==> config.mk <==
export PLATFORM = sky130hd
export DESIGN_NAME = fft_out_requant
export DESIGN_NICKNAME = d
export VERILOG_FILES = /design/src/rtl/fft_out_requant.sv
export SDC_FILE = /design/constraint.sdc
export NUM_CORES = 1
export LEC_CHECK = 0
export ABC_CLOCK_PERIOD_IN_PS = 5200
export BUFFER_PORTS_ARGS = -buffer_cell sky130_fd_sc_hd__clkbuf_2
export CORE_UTILIZATION = 25
export DETAILED_ROUTE_END_ITERATION = 8
export GPL_TIMING_DRIVEN = 0
export PLACE_DENSITY = 0.41
export SLEW_MARGIN = 10
export SYNTH_ARGS = -nofsm -noshare
export SYNTH_HDL_FRONTEND = slang
export SYNTH_SLANG_ARGS = --single-unit
==> constraint.sdc <==
create_clock -name clk -period 5.2 [get_ports clk]
set_input_delay 0.26 -clock clk [delete_from_list [all_inputs] [get_ports clk]]
set_output_delay 0.26 -clock clk [all_outputs]
set_load 0.02 [all_outputs]
==> src/rtl/fft_out_requant.sv <==
// fft_out_requant: round/saturate FFT output stream to OUT_W bits and tag frames; define FFT_REQUANT_STATS_EN for per-frame saturation counts
module fft_out_requant #(
  parameter int N      = 64,
  parameter int IN_W   = 32,
  parameter int IN_FW  = 15,
  parameter int OUT_W  = 16,
  parameter int OUT_FW = 11
) (
  input  logic                   clk,
  input  logic                   rst,
  input  logic                   s_valid,
  output logic                   s_ready,
  input  logic [IN_W-1:0]        s_re,
  input  logic [IN_W-1:0]        s_im,
  output logic                   m_valid,
  input  logic                   m_ready,
  output logic [OUT_W-1:0]       m_re,
  output logic [OUT_W-1:0]       m_im,
  output logic                   m_sat,
  output logic                   m_last,
  output logic                   frame_done,
  output logic [$clog2(N+1)-1:0] frame_sat
);
  localparam int SHIFT = IN_FW - OUT_FW;
  localparam int CW = $clog2(N + 1);
  localparam int IW = $clog2(N);
  localparam logic signed [IN_W:0] RND = SHIFT == 0 ? '0 : (IN_W+1)'(1) << (SHIFT == 0 ? 0 : SHIFT - 1);
  localparam logic signed [IN_W:0] MAXV = (IN_W+1)'((64'sd1 <<< (OUT_W - 1)) - 64'sd1);
  localparam logic signed [IN_W:0] MINV = ~MAXV;
  if (SHIFT < 0 || SHIFT > IN_W - 2) begin : g_bad_shift
    $error("fft_out_requant: IN_FW-OUT_FW out of range");
  end
  function automatic logic signed [IN_W:0] rnd(input logic [IN_W-1:0] x);
    return ($signed({x[IN_W-1], x}) + RND) >>> SHIFT;
  endfunction
  function automatic logic [OUT_W:0] sat(input logic signed [IN_W:0] r);
    return r > MAXV ? {1'b1, MAXV[OUT_W-1:0]} : r < MINV ? {1'b1, MINV[OUT_W-1:0]} : {1'b0, r[OUT_W-1:0]};
  endfunction
  logic en1, en2, xfer;
  logic v1_q, v1_d, last1_q, last1_d, v2_q, v2_d, sat2_q, sat2_d, last2_q, last2_d, done_q, done_d;
  logic signed [IN_W:0] re1_q, re1_d, im1_q, im1_d;
  logic [OUT_W-1:0] re2_q, re2_d, im2_q, im2_d;
  logic [OUT_W:0] sr, si;
  logic [IW-1:0] in_cnt_q, in_cnt_d;
  // two-stage elastic pipeline: stage 1 rounds, stage 2 saturates; each stage loads when it is empty or draining
  always_comb begin
    en2 = !v2_q || m_ready;
    en1 = !v1_q || en2;
    xfer = v2_q && m_ready;
    sr = sat(re1_q);
    si = sat(im1_q);
    in_cnt_d = (s_valid && en1) ? (in_cnt_q == IW'(N - 1) ? '0 : in_cnt_q + 1'b1) : in_cnt_q;
    v1_d = en1 ? s_valid : v1_q;
    re1_d = en1 ? rnd(s_re) : re1_q;
    im1_d = en1 ? rnd(s_im) : im1_q;
    last1_d = en1 ? in_cnt_q == IW'(N - 1) : last1_q;
    v2_d = en2 ? v1_q : v2_q;
    re2_d = en2 ? sr[OUT_W-1:0] : re2_q;
    im2_d = en2 ? si[OUT_W-1:0] : im2_q;
    sat2_d = en2 ? sr[OUT_W] | si[OUT_W] : sat2_q;
    last2_d = en2 ? last1_q : last2_q;
    done_d = xfer && last2_q;
  end
  // pipeline and frame-position state
  always_ff @(posedge clk) begin
    if (rst) begin
      v1_q <= 1'b0;
      re1_q <= '0;
      im1_q <= '0;
      last1_q <= 1'b0;
      v2_q <= 1'b0;
      re2_q <= '0;
      im2_q <= '0;
      sat2_q <= 1'b0;
      last2_q <= 1'b0;
      done_q <= 1'b0;
      in_cnt_q <= '0;
    end else begin
      v1_q <= v1_d;
      re1_q <= re1_d;
      im1_q <= im1_d;
      last1_q <= last1_d;
      v2_q <= v2_d;
      re2_q <= re2_d;
      im2_q <= im2_d;
      sat2_q <= sat2_d;
      last2_q <= last2_d;
      done_q <= done_d;
      in_cnt_q <= in_cnt_d;
    end
  end
  assign s_ready = en1;
  assign m_valid = v2_q;
  assign m_re = re2_q;
  assign m_im = im2_q;
  assign m_sat = sat2_q;
  assign m_last = last2_q;
  assign frame_done = done_q;
`ifdef FFT_REQUANT_STATS_EN
  logic [CW-1:0] sat_acc_q, sat_acc_d, frame_sat_q, frame_sat_d;
  // count saturated beats within a frame and publish the total on the frame's last transfer
  always_comb begin
    sat_acc_d = xfer ? (last2_q ? '0 : sat_acc_q + CW'(sat2_q)) : sat_acc_q;
    frame_sat_d = (xfer && last2_q) ? sat_acc_q + CW'(sat2_q) : frame_sat_q;
  end
  // statistics registers
  always_ff @(posedge clk) begin
    if (rst) begin
      sat_acc_q <= '0;
      frame_sat_q <= '0;
    end else begin
      sat_acc_q <= sat_acc_d;
      frame_sat_q <= frame_sat_d;
    end
  end
  assign frame_sat = frame_sat_q;
`else
  assign frame_sat = '0;
`endif
endmodule
Word level (Yosys, flattened, before mapping)
Cells that the tools add are included.

word-level totals
  output and inout bits = 44
  word-level logic and storage cells = 32
  flip-flop bits (word level) = 102
  input port bits = 68

cells by class
  add/subtract/negate cells = 3
  mux-type cells = 5
  order comparisons = 4
  reductions and logical operators = 7
  bitwise gates (word level) = 1
  equal/unequal tests = 1

operators with widths
  kind                   number
  $mux 17                4
  $add 32x5->33 const B  2
  $gt 29x16->1 const B   2
  $lt 29x16->1 const B   2
  $add 6x1->6 const B    1
  $eq 6x6->1 const B     1
  $mux 6                 1
  $logic_and 1x1->1      3
  $logic_not 1->1        2
  $logic_or 1x1->1       2
  $or 1x1->1             1

Logic depth before layout (Yosys ltp)
  depth after elaboration = 4
  gate-level depth with buffers = 7

Least setup slack after synthesis
OpenSTA, ideal clock, no wires.

  path kind = input to register
  from = input s_im[3]
  to = register im1_q[19]
  stages = 5
  data required time = 5.109 ns
  library setup time = 0.091 ns
  path slack = 3.222 ns
  buffers on the path = 0
  arrival time = 1.887 ns
  path through = ha_1 nand4_2 or3_2 or4_1 a311oi_1

on the way
  cells in the longest elaborated chain, start to end = 1

ends and longest elaborated chain
  item                  RTL line  text
  start, declared       14        input logic [IN_W-1:0] s_im,
  $add 32x5->33         34        return ($signed({x[IN_W-1], x}) + RND) >>> SHIFT;
  end signal, assigned  81        im1_q <= im1_d;
  end, declared         41        logic signed [IN_W:0] re1_q, re1_d, im1_q, im1_d;

Every way passes these cells.
A chain may end at the register's enable or synchronous reset.

Final worst setup path
  from = register v2_q (netlist: m_valid)
  to = output s_ready

on the way
  cells in the longest elaborated chain, start to end = 3

ends and longest elaborated chain
  item                    RTL line  text
  start, declared         40        logic v1_q, v1_d, last1_q, last1_d, v2_q, v2_d, sat2_q, sat2_d, last2_q, last2_d, done_q, done_d;
  start signal, assigned  83        v2_q <= v2_d;
  $logic_not 1->1         47        en2 = !v2_q || m_ready;
  $logic_or 1x1->1        47
  $logic_or 1x1->1        48        en1 = !v1_q || en2;
  end, declared           12        output logic s_ready,

Every way passes these cells.

==> results.md <==
| Stage | Quantity | This run |
| --- | --- | --- |
| run status | Result of the run | finished, final reports clean |
| finish | Number of antenna repair diodes | 0 |
| sta | Worst clock skew | 6.87 ps |
| worst setup path | Standard cell with the maximum stage delay on the critical path | clkbuf_1 |
| worst setup path | Worst Reg2Reg Path Length in Cells | 7 |
| yosys | Count of synthesis-stage warnings from yosys | 0 |
| grt | Final global-route overflow total | 0 |
| floorplan | Core area | 19500 um^2 |
| clock network | Buffers inserted by post-CTS timing repair | 0 |
| hold path | Hold Path Sink | re1_q[17] |
| place | Number of instances in the placed design | 979 |
| worst setup path | CP Launch Type | flop |
| worst setup path | Maximum net fanout on the critical path | 10 |
| place | RD Place Congestion | 0.844 |
| sta | Final sum of negative setup slack | 0 ps |
| clock network | Clock-pin slew reported for the worst setup and hold paths after clock tree synthesis | 70 ps |
| worst setup path | Cell repeated most along the worst path | clkbuf_1 |
| clock network | CTS Sinks | 102 |
| grt | Maximum number of pins on one net before global-route repair | 17 |
| yosys | Flip-flop and latch count after synthesis | 102 |
| clock network | Number of H-tree branching levels | 3 |
| finish | Number of standard cells in the layout, taps in and fillers out | 995 |
| sta | Relative slew margins | 43.9% |
| worst setup path | Nature of the critical path endpoint | output port |
| sta | Worst hold-check slack | 195 ps |
| floorplan | Die area | 20500 um^2 |
| power | Final Power | 1.85 mW |
| detailed routing | Post-detailed-route count of antenna-violating nets | 0 |
| yosys | Post-synthesis sequential area ratio | 40.9% |
| detailed routing | Via count | 4897 |
| detailed routing | Post-Route WL | 16000 um |
| yosys | Largest cells by area after synthesis | dfxtp_1 41%, a211oi_1 8.3%, nor2_1 7.5% |
| finish | Count of nets after finishing | 796 |
| clock network | Post-CTS Hold Buffers | 0 |
| detailed routing | Initial DRT Pass Iterations | 4 |
| worst setup path | List of cells traversed by the critical path | nor2b_1 -> and2_1 -> inv_1 -> clkbuf_1 -> clkbuf_1 -> clkbuf_2 |
| clock network | Clock tree from TritonCTS | yes |
| yosys | Mean instance size in the synthesized netlist | 8.16 um^2 |
| sta | Final-report hold violation count | 0 |
| power | Switching power | 0.496 mW |
| power | Share of total power in the clock network | 40.3% |
| hold path | Path type of the worst min-delay path | primary input to flop |
| sta | Setup repair after global routing missed its margin | no |
| clock network | CTS resizes | 0 |
| sta | Setup violations, final | 0 |
| yosys | Proportion of netlist area held by the largest area contributor | 40.9% |
| detailed routing | Vias per std cell | 4.92 |
| sta | Max-slew violation count | 0 |
| detailed routing | Count of unresolved DRC violations after routing | 0 |
| finish | Filler cell count in the final layout | 2197 |
| yosys | Count leader, synth | dfxtp_1 |
| worst setup path | Required time reported for the critical path endpoint | 4940 ps |
| floorplan | Effective utilization at floorplan | 25.5% |
| power | LEAKAGE | 2.39 nW |
| place | Final HPWL from detailed placement | 12600 um |
| finish | Register area | 2040 um^2 |
| worst setup path | Setup Crit Path Kind | flop to output port |
| yosys | Commonest cells in the netlist | 102 x dfxtp_1, 99 x nor2_1, 69 x nand2_1 |
| run | Max-cap violation count | 0 |
| worst setup path | Arrival time worst endpoint | 2460 ps |
| worst setup path | Endpoint of the lowest-slack register-to-register path | re1_q[28] |
| power | Sw frac | 26.8% |
| finish | Area growth from synthesis to layout | 23.8% |
| yosys | Number of distinct standard cells referenced by the synthesized netlist | 41 |
| finish | Fraction of final layout cells with drive strength greater than 1 | 17.8% |
| grt | Wire length of the first global-routing pass | 25000 um |
| floorplan | # rows | 51 |
| yosys | Post-synth top flop | dfxtp_1 |
| floorplan | Vert. Die Dim | 143 um |
| detailed routing | Wirelength per Cell | 16.1 um |
| worst setup path | Register-to-register path setup slack | 2780 ps |
| detailed routing | Initial DRC count | 240 |
| clock network | Clock latency reported for the late side of the worst-skew pair | 350 ps |
| power | Power density over the cells | 300 nW/um^2 |
| hold path | Number of cells on the worst hold path | 3 |
| finish | Area of the multi-input gates | 2740 um^2 |
| sta | Actual slew at the worst max-slew pin | 833 ps |
| yosys | Number of enable-type register cells in the synthesized netlist | 0 |
| power | Comb pwr share | 12.9% |
| hold path | Startpoint of the most critical hold path | s_re[21] |
| floorplan | Number of ports placed on the die boundary | 112 |
| worst setup path | Crit path max-delay family | buffers and inverters |
| place | Count of input and output buffers | 97 |
| yosys | Cell Area, Synth | 4990 um^2 |
| grt | Overall fraction of global-route tracks in use | 16.0% |
| sta | Final period utilization | 52.3% |
| worst setup path | Max incr delay on CP | 550 ps |
| floorplan | Horizontal extent of the die | 143 um |
| grt | Antenna violations before repair | 0 |
| power | Maximum ir drop on the vdd rail | 0.149 mV |
| clock network | Clock buffers created by TritonCTS | 9 |
| yosys | Share of flip-flops with an asynchronous set or reset | 0% |
| power | Part of the power in registers | 46.8% |
| worst setup path | Worst reg2reg path startpoint | m_valid |
| yosys | Synthesized instance count | 611 |
| clock network | Clock root buffer | clkbuf_16 |
| yosys | Yosys top cell by area | dfxtp_1 |
| clock network | Bufs on Longest Clock Path | 2 |
| grt | Via count of the first global-routing pass | 4713 |
| power | Design internal power | 1.36 mW |
| sta | Tmin final | 2720 ps |
| sta | Timing-limited maximum frequency | 0.368 GHz |
| worst setup path | Buf/Inv on CP | 4 |
## registers in the layout, indices dropped and copies added (netlist names)
signal,cells
m_im,16
m_valid,1
m_re,16
im1_q,29
m_sat,1
last1_q,1
frame_done,1
in_cnt_q,6
m_last,1
re1_q,29
v1_q,1
## placed cells by master (no fill, tap or decap), drive strengths merged
cell type and n:
or4 20, clkbuf 145, a31o 1, clkinvlp 1
a211oi 55, ha 3, nand3b 2, clkinv 1
or3 13, inv 12, nand2 69, o31ai 16
nor3 8, nor4 18, o21ai 12, conb 7
nor2 99, bufinv 2, nand3 21, o311a 1
a2111oi 1, and4 11, xor2 14, buf 8
o311ai 1, a21oi 10, nand2b 1, and2 3
o41ai 2, nor2b 1, dfxtp 102, xnor2 12
a311oi 28, and4b 1, a41oi 2, and3 6
nand4 21
## final cells by class
| cell class | count | area share (%) |
|---|---|---|
| buffer | 45 | 3.32 |
| clock buffer | 11 | 3.93 |
| clock inverter | 5 | 1.32 |
| inverter | 11 | 0.669 |
| multi-input combinational | 459 | 44.4 |
| sequential | 102 | 33.1 |
| tap | 265 | 5.37 |
| timing repair buffer | 97 | 7.87 |
## layer usage
metal	track usage (%)	part of all wire, %	up-vias
met4	7.11	2.2	0
met3	2.31	3.4	29
met2	26.6	47	106
met5	0	0	-
li1	-	-	2505
met1	20.5	47	2257
## cell families (layout without fill, tap and decap cells)
kind of cell    after synthesis  after routing  synth area share [%]
xor+xnor                     26             26                  4.57
simple gates                294            294                  29.5
fa+ha+maj                     3              3                 0.753
buf+inv                      56            169                  4.94
flops                       102            102                  40.9
other cells                   1              7                0.0752
compound gates              129            129                  19.2
## worst min-delay path: cells and delay by family
kind	cells	cell delay, ps
buf+inv	1	100
compound gates	2	140
## power groups by stage
stage	clock network (mW)	registers [mW]	logic, mW
floorplan	0	0.904	0.110
global placement	0	0.885	0.236
detailed placement	0	0.886	0.241
global route	0.793	0.874	0.264
finish	0.747	0.867	0.239
CTS	0.760	0.868	0.241
## through the flow
step	util, %	setup WS (ps)	area (um^2)
5_1_grt	31.6	2350	6170
2_1_floorplan	-	3220	5010
3_5_place_dp	29.9	2730	5830
4_1_cts	31.5	2480	6160
6_report	31.6	2480	6170
3_3_place_gp	29.8	2620	5830
## worst max path at each step
stage               slack [ps]  cells past startpoint         to       from
global route              2350                      6    s_ready    m_valid
detailed placement        2730                      5    m_im[7]  im1_q[23]
floorplan                 3220                      5  im1_q[19]    s_im[3]
CTS                       2480                      6    s_ready    m_valid
global placement          2620                      5   m_re[12]  re1_q[20]
finish                    2480                      6    s_ready    m_valid
Power figures use the tool's default switching activity.
